--- config.mk ---
export PLATFORM = sky130hd
export DESIGN_NAME = seq_alu_flat
export DESIGN_NICKNAME = d
export VERILOG_FILES = /design/src/rtl/seq_alu_if.sv /design/src/rtl/seq_alu.sv /design/src/flat_wrapper.sv
export SDC_FILE = /design/constraint.sdc
export NUM_CORES = 1
export LEC_CHECK = 0
export BUFFER_PORTS_ARGS = -buffer_cell sky130_fd_sc_hd__buf_2
export CAP_MARGIN = 20
export CORE_MARGIN = 1.5
export CORE_UTILIZATION = 45
export DETAILED_ROUTE_END_ITERATION = 10
export GPL_TIMING_DRIVEN = 0
export PLACE_DENSITY = 0.68
export SETUP_SLACK_MARGIN = 0.1
export SYNTH_ARGS = -nofsm -noshare
export SYNTH_HDL_FRONTEND = slang
export SYNTH_SLANG_ARGS = --single-unit
--- constraint.sdc ---
create_clock -name clk -period 4.15 [get_ports clk]
set_input_delay 0.415 -clock clk [delete_from_list [all_inputs] [get_ports clk]]
set_output_delay 0.415 -clock clk [all_outputs]
set_load 0.05 [all_outputs]
--- src/rtl/seq_alu_if.sv ---
// Handshake bundle between the issuing controller and seq_alu.
// The controller is the master; the ALU is the slave.
interface seq_alu_if #(
    parameter int WIDTH = 9
);
    logic             in_valid;
    logic             in_ready;
    logic [2:0]       alu_cmd;
    logic [WIDTH-1:0] inA;
    logic [WIDTH-1:0] inB;
    logic             out_valid;
    logic             out_ready;
    logic [WIDTH-1:0] rslt;
    logic             flag;

    modport master (
        output in_valid, alu_cmd, inA, inB, out_ready,
        input  in_ready, out_valid, rslt, flag
    );

    modport slave (
        input  in_valid, alu_cmd, inA, inB, out_ready,
        output in_ready, out_valid, rslt, flag
    );
endinterface

--- src/rtl/seq_alu.sv ---
// Multi-cycle ALU with valid/ready on both sides: single-cycle arithmetic/logic,
// bit-serial variable shifts and a shift-add multiply, with registered result and flag.
module seq_alu #(
    parameter int WIDTH = 9
) (
    input logic      clk,
    input logic      rst_n,
    seq_alu_if.slave bus
);
    localparam int CNT_W = $clog2(WIDTH + 1);
    localparam logic [WIDTH-1:0] W_MAX   = WIDTH'(WIDTH);
    localparam logic [CNT_W-1:0] CNT_MAX = CNT_W'(WIDTH);

    typedef enum logic [1:0] {
        S_IDLE,
        S_BUSY,
        S_DONE
    } state_e;

    typedef enum logic [2:0] {
        OP_ADD = 3'b000,
        OP_LSL = 3'b001,
        OP_MUL = 3'b010,
        OP_XOR = 3'b011,
        OP_AND = 3'b100,
        OP_LSR = 3'b101,
        OP_SUB = 3'b110,
        OP_CMP = 3'b111
    } op_e;

    state_e             state_q;
    op_e                op_q;
    logic [CNT_W-1:0]   cnt_q;
    logic [2*WIDTH-1:0] a_q;
    logic [2*WIDTH-1:0] acc_q;
    logic [WIDTH-1:0]   b_q;
    logic [WIDTH-1:0]   rslt_q;
    logic               flag_q;
    logic               in_ready_q;
    logic               out_valid_q;

    op_e                cmd;
    logic [WIDTH:0]     add_ext;
    logic [WIDTH:0]     sub_ext;
    logic [CNT_W-1:0]   k_d;
    logic [WIDTH-1:0]   rslt_d;
    logic               flag_d;
    logic [2*WIDTH-1:0] a_d;
    logic [2*WIDTH-1:0] acc_d;
    logic [WIDTH-1:0]   b_d;
    logic [WIDTH-1:0]   fin_rslt_d;
    logic               fin_flag_d;

    assign cmd     = op_e'(bus.alu_cmd);
    assign add_ext = {1'b0, bus.inA} + {1'b0, bus.inB};
    assign sub_ext = {1'b0, bus.inA} - {1'b0, bus.inB};

    // Accept-time decode: immediate result for single-cycle ops, iteration count otherwise.
    always_comb begin
        rslt_d = bus.inA;
        flag_d = 1'b0;
        k_d    = '0;
        case (cmd)
            OP_ADD: begin
                rslt_d = add_ext[WIDTH-1:0];
                flag_d = add_ext[WIDTH];
            end
            OP_LSL, OP_LSR: k_d = (bus.inB > W_MAX) ? CNT_MAX : bus.inB[CNT_W-1:0];
            OP_MUL:         k_d = CNT_MAX;
            OP_XOR:         rslt_d = bus.inA ^ bus.inB;
            OP_AND:         rslt_d = bus.inA & bus.inB;
            OP_SUB: begin
                rslt_d = sub_ext[WIDTH-1:0];
                flag_d = sub_ext[WIDTH];
            end
            OP_CMP: begin
                rslt_d = sub_ext[WIDTH-1:0];
                flag_d = (bus.inA == bus.inB);
            end
            default: ;
        endcase
    end

    // One iteration: a_q doubles as shift register and multiplicand, b_q as multiplier.
    always_comb begin
        a_d   = (op_q == OP_LSR) ? (a_q >> 1) : (a_q << 1);
        b_d   = b_q >> 1;
        acc_d = acc_q + (b_q[0] ? a_q : '0);
        if (op_q == OP_MUL) begin
            fin_rslt_d = acc_d[WIDTH-1:0];
            fin_flag_d = |acc_d[2*WIDTH-1:WIDTH];
        end else begin
            fin_rslt_d = a_d[WIDTH-1:0];
            fin_flag_d = (op_q == OP_LSR) ? a_q[0] : a_q[WIDTH-1];
        end
    end

    always_ff @(posedge clk or negedge rst_n) begin
        if (!rst_n) begin
            state_q     <= S_IDLE;
            op_q        <= OP_ADD;
            cnt_q       <= '0;
            a_q         <= '0;
            acc_q       <= '0;
            b_q         <= '0;
            rslt_q      <= '0;
            flag_q      <= 1'b0;
            in_ready_q  <= 1'b1;
            out_valid_q <= 1'b0;
        end else begin
            case (state_q)
                S_IDLE: begin
                    if (bus.in_valid && in_ready_q) begin
                        op_q       <= cmd;
                        a_q        <= {{WIDTH{1'b0}}, bus.inA};
                        b_q        <= bus.inB;
                        acc_q      <= '0;
                        cnt_q      <= k_d;
                        in_ready_q <= 1'b0;
                        if (k_d != '0) begin
                            state_q <= S_BUSY;
                        end else begin
                            rslt_q      <= rslt_d;
                            flag_q      <= flag_d;
                            out_valid_q <= 1'b1;
                            state_q     <= S_DONE;
                        end
                    end
                end
                S_BUSY: begin
                    a_q   <= a_d;
                    b_q   <= b_d;
                    acc_q <= acc_d;
                    cnt_q <= cnt_q - 1'b1;
                    if (cnt_q == CNT_W'(1)) begin
                        rslt_q      <= fin_rslt_d;
                        flag_q      <= fin_flag_d;
                        out_valid_q <= 1'b1;
                        state_q     <= S_DONE;
                    end
                end
                S_DONE: begin
                    if (bus.out_ready) begin
                        out_valid_q <= 1'b0;
                        in_ready_q  <= 1'b1;
                        state_q     <= S_IDLE;
                    end
                end
                default: begin
                    out_valid_q <= 1'b0;
                    in_ready_q  <= 1'b1;
                    state_q     <= S_IDLE;
                end
            endcase
        end
    end

    assign bus.in_ready  = in_ready_q;
    assign bus.out_valid = out_valid_q;
    assign bus.rslt      = rslt_q;
    assign bus.flag      = flag_q;
endmodule

--- src/flat_wrapper.sv ---
// flat-port wrapper written by rule: the top's interface ports become plain ports
module seq_alu_flat 
#(
    parameter int WIDTH = 9
)
  (clk, rst_n, bus_in_valid, bus_alu_cmd, bus_inA, bus_inB, bus_out_ready, bus_in_ready, bus_out_valid, bus_rslt, bus_flag);
  seq_alu_if #(.WIDTH(WIDTH)) bus_i ();
  input logic clk;
  input logic rst_n;
  input wire logic [$bits(bus_i.in_valid)-1:0] bus_in_valid;
  input wire logic [$bits(bus_i.alu_cmd)-1:0] bus_alu_cmd;
  input wire logic [$bits(bus_i.inA)-1:0] bus_inA;
  input wire logic [$bits(bus_i.inB)-1:0] bus_inB;
  input wire logic [$bits(bus_i.out_ready)-1:0] bus_out_ready;
  output wire logic [$bits(bus_i.in_ready)-1:0] bus_in_ready;
  output wire logic [$bits(bus_i.out_valid)-1:0] bus_out_valid;
  output wire logic [$bits(bus_i.rslt)-1:0] bus_rslt;
  output wire logic [$bits(bus_i.flag)-1:0] bus_flag;
  assign bus_i.in_valid = bus_in_valid;
  assign bus_i.alu_cmd = bus_alu_cmd;
  assign bus_i.inA = bus_inA;
  assign bus_i.inB = bus_inB;
  assign bus_i.out_ready = bus_out_ready;
  assign bus_in_ready = bus_i.in_ready;
  assign bus_out_valid = bus_i.out_valid;
  assign bus_rslt = bus_i.rslt;
  assign bus_flag = bus_i.flag;
  seq_alu #(.WIDTH(WIDTH)) u_core (.clk(clk), .rst_n(rst_n), .bus(bus_i));
endmodule
After elaboration in Yosys (flattened, before gate mapping):

Cells that the tools add are included.

* word-level logic and storage cells: 87
* output and inout port bits: 12
* flip-flop bits (word level): 66
* input port bits: 25

* bitwise operators: 3
* add/subtract/negate cells: 4
* mux-type cells: 38
* equality and inequality tests: 17
* $lt $le $gt $ge: 1
* reductions and logical operators: 14

Operator list (number)
* 2-to-1 mux 18 bit: 4
* one-hot mux 18 bit (2 select lines): 2
* 2-to-1 mux 9 bit: 5
* one-hot mux 9 bit (2 select lines): 2
* one-hot mux 9 bit (4 select lines): 1
* adder 18 bit: 1
* one-hot mux 4 bit (2 select lines): 2
* equality test 3 bit (second input constant): 5
* 2-to-1 mux 1 bit: 11
* adder 9 x 9 -> 10 bit: 1
* subtractor 9 x 9 -> 10 bit: 1
* bitwise AND 9 bit: 1
* equality test 3 x 2 -> 1 bit (second input constant): 3
* equality test 9 bit: 1
* greater-than comparator 9 x 4 -> 1 bit (second input constant): 1
* one-hot mux 1 bit (3 select lines): 3
* OR reduction 9 bit: 1
* bitwise XOR 9 bit: 1
* 2-to-1 mux 2 bit: 4
* 2-to-1 mux 4 bit: 2
* AND reduction 4 bit: 2
* one-hot mux 2 bit (3 select lines): 1
* AND reduction 3 bit: 2
* equality test 4 x 1 -> 1 bit (second input constant): 1
* other kinds (15): 19

Longest topological paths before layout:

Gate-level depths: netlist of the first run.

* depth in word-level cells: 7
* gate-level depth with buffers: 12
* mapped depth without buffers: 12

Worst setup path before layout of the first run:

OpenSTA, ideal clock, no wires.

* kind: reg-to-reg
* start: reg u_core.b_q[0]
* end: reg u_core.flag_q, in the netlist u_core.bus.flag
* cell stages (with the launch flop): 12
* clock period less this slack: 2.865 ns
* arrival: 2.736 ns
* path buffers: 1
* setup slack: 1.285 ns
* data required time: 4.021 ns
* library setup time: 0.129 ns
* path through: dfrtp_1 -> clkbuf_1 -> and2_1 -> fa_1 -> a211o_1 -> a211o_1 -> a211oi_1 -> xor2_1 -> and2_1 -> o2111ai_1 -> o311ai_1 -> nand2_1

* cells in the longest elaborated chain, start to end: 6

Ends and longest elaborated chain
* from (decl): line seq_alu.sv:36 `logic [WIDTH-1:0] b_q;`
* from (signal assigned): line seq_alu.sv:116 `b_q <= bus.inB;`
* 2-to-1 mux 18 bit: line seq_alu.sv:88 `acc_d = acc_q + (b_q[0] ? a_q : '0);`
* adder 18 bit: line seq_alu.sv:88
* OR reduction 9 bit: line seq_alu.sv:91 `fin_flag_d = |acc_d[2*WIDTH-1:WIDTH];`
* 2-to-1 mux 1 bit: line seq_alu.sv:89 `if (op_q == OP_MUL) begin`
* 2-to-1 mux 1 bit: line seq_alu.sv:135 `if (cnt_q == CNT_W'(1)) begin`
* one-hot mux 1 bit (2 select lines): line seq_alu.sv:111 `case (state_q)`
* to (signal assigned): line seq_alu.sv:124 `flag_q <= flag_d;`
* to (signal assigned): line seq_alu.sv:137 `flag_q <= fin_flag_d;`
* to (decl): line seq_alu.sv:38 `logic flag_q;`

Every way passes these cells. The select of a mux whose other input is x is not followed.
A chain may end at the register's enable or synchronous reset.

Worst setup path after layout of the first run:

Ends and elaborated chain as after synthesis.

==> metrics.yaml, run 1 <==
critical_path:
  criticalPathCategory: "reg -> reg"
  critPathCaptureType: "flip-flop"
  crit_required_ns: 4.38
  critPathLaunch: "u_core.b_q[0]$_DFFE_PN0P_"
  crit_chain: "clkbuf_1, and2_1, fa_1, a211o_1, a211o_1, a211oi_1, xor2_1, and2_1, o2111ai_1, o311ai_1, nand2_1"
  rrSetupSlack_ns: 0.75
  worstPathMaxFanout: 10
  r2r_start: "u_core.b_q[0]$_DFFE_PN0P_"
  crit_path_start_kind: "flip-flop"
  slowest_stage: "dfrtp_1"
  arrival_ns: 3.63
  path_delay_family: "compound AO/OA/AOI/OAI gates"
  r2r_cells: 11
  crit_path_max_incr_delay_ns: 0.47
  r2r_end: "u_core.bus.flag$_DFFE_PN0P_"
  cp_num_buf_inv: 1
logic_synthesis:
  syn_inst: 653
  syn-num-nets: 718
  async_flop_share_pct: 100
  yosys_warnings: 0
  synth.ff_latch_count: 66
  netlist-cell-type-count: 75
  syn-cell-area_um2: 5440
  syn_area_per_cell_um2: 8.33
  ys_seq_area_share_pct: 30.4
  synth-edff-count: 0
  ys.flop_type: "dfrtp_1"
placement:
  io_buffers: 34
  place_ws_ns: 0.814
  dp_cells: 830
  post-dp-hpwl_mm: 12.2
  place_congestion: 0.918
  placed_area_um2: 5790
clock_tree:
  cts_buffers: 9
  holdBufCountCts: 0
  cts_sinks: 66
  insertion_delay_ns: 0.34
  cts_tree: "done"
  post-cts-setup-buffers: 0
  cts_resized: 0
  cts_root_buffer: "clkbuf_16"
  cts_max_path_buffers: 2
  htreeDepth: 3
  clkTransAtPathRegs_ns: 0.07
global_routing:
  grt_pass1_wl_mm: 26.5
  overflow: 0
  grt_usage_pct: 26.3
  antenna_found_initial: 0
  grt_max_degree: 67
  grt_pass1_vias: 5130
route:
  routedWlPerCell_um: 19.3
  vias: 5204
  drt_iter0_markers: 440
  drc: 0
  routed_wl_mm: 16.3
  drt-pass1-iter-count: 5
  ant_nets: 0
  viasPerCell: 6.15
layout:
  num-fill-cells: 1086
  drive_gt1_share_pct: 10.8
  design_area_um2: 6090
  antennaDiodeCount: 0
  layout_common_cells: "nand2_1 (82), dfrtp_1 (65), a21oi_1 (50), o21ai_0 (46), nor2_1 (40)"
  stdcell_count: 846
  mostFrequentLayoutCell: "nand2_1"
  fin_nets: 763
  syn2layout_area_growth_pct: 11.9
pwr:
  vdd_drop_max_mv: 0.225
  p_per_area_nw_per_um2: 592
  p_leak_nw: 2.77
  power_mw: 3.61
worst_hold_path:
  hold_class: "in -> async"
sta:
  final.setup.tns_ns: 0
  max_slew.worst_pin.slew_ns: 1.04
  fmax_mhz: 294
  min_period_ns: 3.40
  period_share_pct: 82.0
  setup_ws_ns: 0.746
  skew_ns: 0.0107
  rsz0062_at_grt: "no"
  slew_headroom_pct: 30.2
  drv_slew: 0
  hold_viol: 0
  finalSetupViolCount: 0
floorplan:
  initial_utilization_pct: 46.8
  io-pin-count: 37
  die_y_um: 113
  rows: 39
  die_w_um: 113
  die-area_um2: 12800
  core_um2: 11600
flow_run:
  maxCapViolations: 0
outcome:
  status: "completed"
==> cells in the mapped netlist, types with 3 or more instances <==
library cell / count / share of area (%)
and2_1: 25 / 2.9
a22o_1: 3 / 0.48
dfrtp_1: 65 / 30
o22ai_1: 18 / 2.1
a311oi_1: 4 / 0.64
nand2_1: 82 / 5.7
o211ai_1: 7 / 0.97
nor2_1: 40 / 2.8
o31ai_1: 3 / 0.41
nor3_1: 7 / 0.64
a21o_1: 10 / 1.4
or2_2: 4 / 0.46
a31oi_1: 10 / 1.2
clkbuf_1: 30 / 2.1
o21ai_0: 46 / 4.2
mux2_2: 6 / 1.2
mux2i_1: 29 / 5.3
xor2_1: 9 / 1.4
and3_1: 5 / 0.58
nand4_1: 4 / 0.46
buf_1: 6 / 0.41
nand3_1: 5 / 0.46
a21oi_1: 50 / 4.6
a211oi_1: 18 / 2.5
nor4_1: 4 / 0.46
o21bai_1: 3 / 0.41
a22oi_1: 4 / 0.55
o21a_1: 6 / 0.83
inv_1: 23 / 1.6
fa_1: 3 / 1.1
a211o_1: 3 / 0.48
nor2b_1: 13 / 1.5
xnor2_1: 12 / 1.9
nand2b_1: 7 / 0.81
ha_1: 37 / 8.5
==> per-stage QoR <==
step / hold slack [ns] / utilization [%]
2_1_floorplan: 0.119 / -
3_3_place_gp: 0.465 / 49.8
3_5_place_dp: 0.467 / 49.8
4_1_cts: 0.224 / 52.4
5_1_grt: 0.257 / 52.4
6_report: 0.181 / 52.4
==> sequential cells by signal, summed over array words and instances, names as in the netlist <==
register and cells:
u_core.a_q 18, u_core.bus.in_ready 1, u_core.bus.rslt 9, u_core.bus.out_valid 1, u_core.cnt_q 4, u_core.state_q 2, u_core.b_q 9, u_core.bus.flag 1
u_core.acc_q 18, u_core.op_q 3
==> worst max path at each step <==
stage	endpoint	slack (ns)	cells past startpoint
6_report	u_core.bus.flag$_DFFE_PN0P_	0.75	11
3_5_place_dp	u_core.bus.flag$_DFFE_PN0P_	0.81	11
3_3_place_gp	u_core.bus.flag$_DFFE_PN0P_	0.88	11
2_1_floorplan	u_core.bus.flag$_DFFE_PN0P_	1.28	11
5_1_grt	u_core.bus.flag$_DFFE_PN0P_	0.50	11
4_1_cts	u_core.bus.flag$_DFFE_PN0P_	0.77	11
==> layer usage <==
| layer | vias to the layer above | track usage, % | wire length (um) |
|---|---|---|---|
| met5 | - | 0 | 0 |
| met4 | 0 | 10.2 | 394 |
| met3 | 34 | 3.59 | 835 |
| met2 | 187 | 43.3 | 7610 |
| met1 | 2523 | 35.4 | 7470 |
| li1 | 2460 | - | - |
==> kinds of logic after synthesis <==
logic type / after synthesis / synth area share (%)
fa+ha+maj: 40 / 9.62
buf+inv: 64 / 4.81
xor+xnor: 21 / 3.38
simple gates: 211 / 19.0
flops: 66 / 30.4
mux: 35 / 6.58
compound gates: 216 / 26.2
==> cell type report <==
type / instances / area, um2 / share of cell area (%)
multi-input combinational: 523 / 3520 / 57.9
sequential: 66 / 1650 / 27.2
clock buffer: 10 / 229 / 3.76
tap: 143 / 179 / 2.94
buffer: 41 / 175 / 2.88
timing repair buffer: 34 / 173 / 2.84
inverter: 23 / 86.3 / 1.42
clock inverter: 6 / 67.6 / 1.11
==> power by group <==
group	switching [mW]	leakage, nW	internal [mW]
logic	1.11	1.81	0.625
registers	0.208	0.834	0.897
clock network	0.301	0.127	0.465
total	1.62	2.77	1.99
Note: power is estimated with default switching activity, not from simulation.
==> run 2: changes to the inputs <==
--- a/config.mk
+++ b/config.mk
@@ -11,7 +11,7 @@
 export CORE_UTILIZATION = 45
 export DETAILED_ROUTE_END_ITERATION = 10
 export GPL_TIMING_DRIVEN = 0
-export PLACE_DENSITY = 0.68
+export PLACE_DENSITY = 0.71
 export SETUP_SLACK_MARGIN = 0.1
 export SYNTH_ARGS = -nofsm -noshare
 export SYNTH_HDL_FRONTEND = slang
==> constraint.sdc (replaced) <==
create_clock -name clk -period 2.8 [get_ports clk]
set_input_delay 0.28 -clock clk [delete_from_list [all_inputs] [get_ports clk]]
set_output_delay 0.28 -clock clk [all_outputs]
set_load 0.05 [all_outputs]
==> metrics.yaml, run 2 (synthesized netlist as in run 1, its figures left out) <==
clock_tree:
  htreeDepth: 3  # unchanged
  cts_tree: "done"
  cts_buffers: 9  # unchanged
  cts_max_path_buffers: 2  # unchanged
  cts_root_buffer: "clkbuf_16"
  insertion_delay_ns: 0.33  # about the same
  clkTransAtPathRegs_ns: 0.05  # -0.02 ns
  cts_sinks: 66  # unchanged
  holdBufCountCts: 0  # unchanged
layout:
  largestRegisters: "u_core.a_q (18), u_core.acc_q (18)"
  antennaDiodeCount: 0  # unchanged
  syn2layout_area_growth_pct: 15.9
  stdcell_count: 849  # +0.35%
  layout_common_cells: "nand2_1 (81), dfrtp_1 (64), o21ai_0 (46), a21oi_1 (45), nor2_1 (40)"
  num-fill-cells: 1056  # -2.8%
  mostFrequentLayoutCell: "nand2_1"
  drive_gt1_share_pct: 14.6  # +3.8 points
  fin_util_pct: 54.2  # +1.8 points
  fin_nets: 767  # +0.52%
floorplan:
  die_y_um: 113  # unchanged
  die_w_um: 113  # unchanged
  rows: 39  # unchanged
  die-area_um2: 12800  # unchanged
  io-pin-count: 37  # unchanged
  core_um2: 11600  # unchanged
  initial_utilization_pct: 46.8  # unchanged
pwr:
  vdd_drop_max_mv: 0.373  # +66%
  p_per_area_nw_per_um2: 887  # +50%
  power_mw: 5.59  # +55%
  p_leak_nw: 2.84  # +2.5%
sta:
  finalSetupViolCount: 1  # +1
  hold_slack_ns: 0.0381  # -0.143 ns
  skew_ns: 0.00489  # -0.00579 ns
  period_share_pct: 107  # +25 points
  setup_ws_ns: -0.194  # -0.940 ns
  min_period_ns: 2.99  # -0.410 ns
  drv_slew: 0  # unchanged
  fmax_mhz: 334  # +14%
  hold_viol: 0  # unchanged
  max_slew.worst_pin.slew_ns: 1.08  # +0.0459 ns
  slew_headroom_pct: 27.2  # -3.1 points
  rsz0062_at_grt: "yes"
route:
  viasPerCell: 6.23  # +1.4%
  routedWlPerCell_um: 19.4  # +0.56%
  ant_nets: 0  # unchanged
  vias: 5293  # +1.7%
  drt-pass1-iter-count: 5  # unchanged
  drt_iter0_markers: 403  # -8.4%
  routed_wl_mm: 16.5  # +0.91%
  drc: 0  # unchanged
global_routing:
  grt_pass1_wl_mm: 26.5  # +0.18%
  grt_pass1_vias: 5174  # +0.86%
  antenna_found_initial: 0  # unchanged
  grt_usage_pct: 26.3  # +0.033 points
  overflow: 0  # unchanged
  grt_max_degree: 67  # unchanged
placement:
  io_buffers: 34  # unchanged
  dp_cells: 830  # unchanged
  post-dp-hpwl_mm: 12.2  # about the same
  place_ws_ns: -0.380  # -1.19 ns
  place_congestion: 0.892  # -2.9%
critical_path:
  crit_path_start_kind: "flip-flop"
  arrival_ns: 3.20  # -0.43 ns
  criticalPathCategory: "reg -> reg"
  crit_required_ns: 3.01  # -1.37 ns
  critPathCaptureType: "flip-flop"
  worstPathMaxFanout: 7  # -3
outcome:
  status: "finished, violations left"
  violations: "negative setup slack"
flow_run:
  maxCapViolations: 0  # unchanged
worst_hold_path:
  hold_class: "in -> async"
-- run 2: power by group --
group | leakage, nW | internal (mW) | switching [mW] | total (mW)
Sequential | 0.833 | 1.33 | 0.327 | 1.66
Combinational | 1.85 | 1.02 | 1.70 | 2.72
Clock | 0.156 | 0.823 | 0.383 | 1.21
Total | 2.84 | 3.18 | 2.41 | 5.59
-- run 2: what timing repair did --
item / in CTS / in global routing
endpoints found under the hold margin: 0 / 0
pin swaps: 9 / 11
gates resized for setup: 10 / 22
setup buffers: 4 / 0
endpoints found under the setup margin: 6 / 25
-- run 2: stage by stage --
step | setup TNS (ns) | cell area (um2)
floorplan | 0 | 5450
global placement | -0.478 | 5800
detailed placement | -0.619 | 5800
CTS | -0.339 | 6200
global route | -0.334 | 6300
finish | -0.194 | 6300
-- run 2: metal layers --
metal  global-route usage (%)  vias up  routed length [um]
li1                         -     2468                   -
met1                     34.9     2547                7260
met2                     44.3      236                7770
met3                     4.34       42                1060
met4                     8.50        0                 380
met5                        0        -                   0
-- run 2: path summary, 6_finish.rpt --
| kind | start | endpoint | slack, ns | cells past startpoint |
|---|---|---|---|---|
| setup / recovery | u_core.b_q[0]$_DFFE_PN0P_ | u_core.bus.flag$_DFFE_PN0P_ | -0.19 | 11 |
| hold / removal | rst_n | u_core.bus.rslt[1]$_DFFE_PN0P_ | 0.04 | 1 |
| min in group clk | bus_out_ready | u_core.bus.in_ready$_DFFE_PN1P_ | 0.20 | 3 |
| hold reg to reg | u_core.bus.rslt[1]$_DFFE_PN0P_ | u_core.bus.rslt[1]$_DFFE_PN0P_ | 0.47 | 2 |
| setup reg to reg | u_core.b_q[0]$_DFFE_PN0P_ | u_core.bus.flag$_DFFE_PN0P_ | -0.19 | 11 |
| max in group asynchronous | rst_n | u_core.b_q[0]$_DFFE_PN0P_ | 2.12 | 1 |
-- run 2: cell type report --
| type | count | area (um2) | area share, % |
|---|---|---|---|
| Buffer | 41 | 188 | 2.98 |
| Clock buffer | 13 | 260 | 4.13 |
| Clock inverter | 2 | 60.1 | 0.953 |
| Inverter | 23 | 86.3 | 1.37 |
| Multi-Input combinational cell | 523 | 3670 | 58.3 |
| Sequential cell | 66 | 1650 | 26.3 |
| Tap cell | 143 | 179 | 2.84 |
| Timing Repair Buffer | 38 | 203 | 3.22 |
-- run 2: worst max-delay path: stages, from the launching register on --
cell and delay, ns:
dfrtp_2 0.46, and2_4 0.16, ha_4 0.16, fa_2 0.34
a211o_1 0.30, a211o_1 0.34, a221oi_2 0.27, xor2_1 0.23
and2_1 0.18, o2111ai_2 0.12, o311ai_2 0.24, nand2_1 0.07
==> run 3: changes to the inputs <==
--- a/config.mk
+++ b/config.mk
@@ -12,6 +12,7 @@
 export DETAILED_ROUTE_END_ITERATION = 10
 export GPL_TIMING_DRIVEN = 0
 export PLACE_DENSITY = 0.71
+export RECOVER_POWER = 50
 export SETUP_SLACK_MARGIN = 0.1
 export SYNTH_ARGS = -nofsm -noshare
 export SYNTH_HDL_FRONTEND = slang
==> metrics.yaml, run 3 (synthesized netlist as in run 1, its figures left out) <==
clock_tree:
  cts_buffers: 9  # unchanged
  insertion_delay_ns: 0.33  # about the same
  cts_root_buffer: "clkbuf_16"
  clkTransAtPathRegs_ns: 0.05  # about the same
  cts_tree: "done"
  cts_max_path_buffers: 2  # unchanged
  cts_sinks: 66  # unchanged
  htreeDepth: 3  # unchanged
route:
  drt-pass1-iter-count: 5  # unchanged
  drc: 0  # unchanged
  drt_iter0_markers: 385  # -4.5%
  routedWlPerCell_um: 19.3  # -0.43%
  vias: 5278  # -0.28%
  routed_wl_mm: 16.4  # -0.43%
  ant_nets: 0  # unchanged
  viasPerCell: 6.22  # -0.28%
pwr:
  vdd_drop_max_mv: 0.374  # +0.22%
  p_per_area_nw_per_um2: 887  # about the same
  p_leak_nw: 2.82  # -0.47%
  power_mw: 5.58  # -0.15%
flow_run:
  maxCapViolations: 1  # +1
placement:
  place_ws_ns: -0.380  # unchanged
  post-dp-hpwl_mm: 12.2  # unchanged
  place_congestion: 0.892  # unchanged
  placed_area_um2: 5800  # unchanged
  io_buffers: 34  # unchanged
  dp_cells: 830  # unchanged
global_routing:
  grt_pass1_vias: 5174  # unchanged
  grt_max_degree: 67  # unchanged
  overflow: 0  # unchanged
  antenna_found_initial: 0  # unchanged
  grt_pass1_wl_mm: 26.5  # unchanged
  grt_usage_pct: 26.3  # unchanged
worst_hold_path:
  min-delay-start: "bus_out_ready"
  hold_class: "in -> reg"
sta:
  rsz0062_at_grt: "yes"
  hold_viol: 0  # unchanged
  hold_slack_ns: 0.205  # +0.166 ns
  slew_headroom_pct: -11.7  # -39 points
  drv_slew: 67  # +67
  min_period_ns: 3.00  # +0.0105 ns
  fmax_mhz: 333  # -0.35%
  max_slew.worst_pin.slew_ns: 1.68  # +0.592 ns
  period_share_pct: 107  # +0.37 points
  finalSetupViolCount: 1  # unchanged
  setup_ws_ns: -0.205  # -0.0105 ns
  skew_ns: 0.00477  # -0.000127 ns
layout:
  num-fill-cells: 1058  # +0.19%
  antennaDiodeCount: 0  # unchanged
  drive_gt1_share_pct: 14.0  # -0.57 points
  largestRegisters: "u_core.a_q (18), u_core.acc_q (18)"
  mostFrequentLayoutCell: "nand2_1"
  design_area_um2: 6290  # -0.12%
  stdcell_count: 849  # unchanged
  layout_common_cells: "nand2_1 (81), dfrtp_1 (64), o21ai_0 (46), a21oi_1 (45), nor2_1 (40)"
  fin_nets: 767  # unchanged
  syn2layout_area_growth_pct: 15.7
critical_path:
  criticalPathCategory: "reg -> reg"
  critPathCaptureType: "flip-flop"
  worstPathMaxFanout: 7  # unchanged
  critPathLaunch: "u_core.b_q[0]$_DFFE_PN0P_"
  crit_required_ns: 3.01  # about the same
  arrival_ns: 3.21  # about the same
  r2r_start: "u_core.b_q[0]$_DFFE_PN0P_"
  crit_path_start_kind: "flip-flop"
floorplan:
  core_um2: 11600  # unchanged
  die-area_um2: 12800  # unchanged
  initial_utilization_pct: 46.8  # unchanged
  rows: 39  # unchanged
  die_w_um: 113  # unchanged
  die_y_um: 113  # unchanged
  io-pin-count: 37  # unchanged
outcome:
  violations: "max-capacitance violations, max-slew violations, negative setup slack"
  status: "finished, violations left"
[run 3: cell count changes in the layout (fill, tap and decap cells not counted)]
cell	change
buf_2	-4
buf_4	-1
clkbuf_1	+4
clkbuf_2	+1
[run 3: power by group]
part | switching (mW) | leakage, nW | internal (mW)
clock | 0.383 | 0.156 | 0.823
sequential | 0.324 | 0.833 | 1.33
combinational | 1.70 | 1.84 | 1.02
[run 3: critical path, stage by stage (launching register included)]
cell	delay, ns
dfrtp_2	0.46
and2_4	0.16
ha_4	0.16
fa_2	0.34
a211o_1	0.30
a211o_1	0.34
a221oi_2	0.27
xor2_1	0.23
and2_1	0.18
o2111ai_2	0.12
o311ai_2	0.25
nand2_1	0.07
[run 3: path summary, 6_finish.rpt]
path / slack (ns) / endpoint / cells past startpoint
worst min-delay path: 0.20 / u_core.bus.in_ready$_DFFE_PN1P_ / 3
min in group asynchronous: 0.37 / u_core.bus.rslt[1]$_DFFE_PN0P_ / 1
max in group asynchronous: 1.30 / u_core.b_q[0]$_DFFE_PN0P_ / 1
worst max-delay path: -0.20 / u_core.bus.flag$_DFFE_PN0P_ / 11
worst max register to register: -0.20 / u_core.bus.flag$_DFFE_PN0P_ / 11
worst min register to register: 0.48 / u_core.bus.rslt[1]$_DFFE_PN0P_ / 2
[run 3: per-layer routing]
layer	wire, um	track usage, %	vias to the layer above
li1	-	-	2471
met1	7340	34.9	2562
met2	7720	44.3	213
met3	992	4.34	32
met4	340	8.50	0
met5	0	0	-
[run 3: repair_timing]
action	4_1_cts	5_1_grt
resized for setup	10	22
pin swaps	9	11
buffers inserted	4	0
hold buffers	0	0
endpoints found under the setup margin	6	25
[run 3: per-stage QoR]
step	setup TNS (ns)	util (%)
after floorplan	0	-
after global placement	-0.478	49.9
after detailed placement	-0.619	49.9
after CTS	-0.339	53.4
after global routing	-0.334	54.2
final	-0.205	54.2
[run 3: layout make-up]
class	instances	area (um2)	share of cell area (%)
multi-input combinational	523	3670	58.3
sequential	66	1650	26.3
clock buffer	13	260	4.14
timing repair buffer	38	195	3.10
buffer	41	188	2.98
tap	143	179	2.84
inverter	23	86.3	1.37
clock inverter	2	60.1	0.954
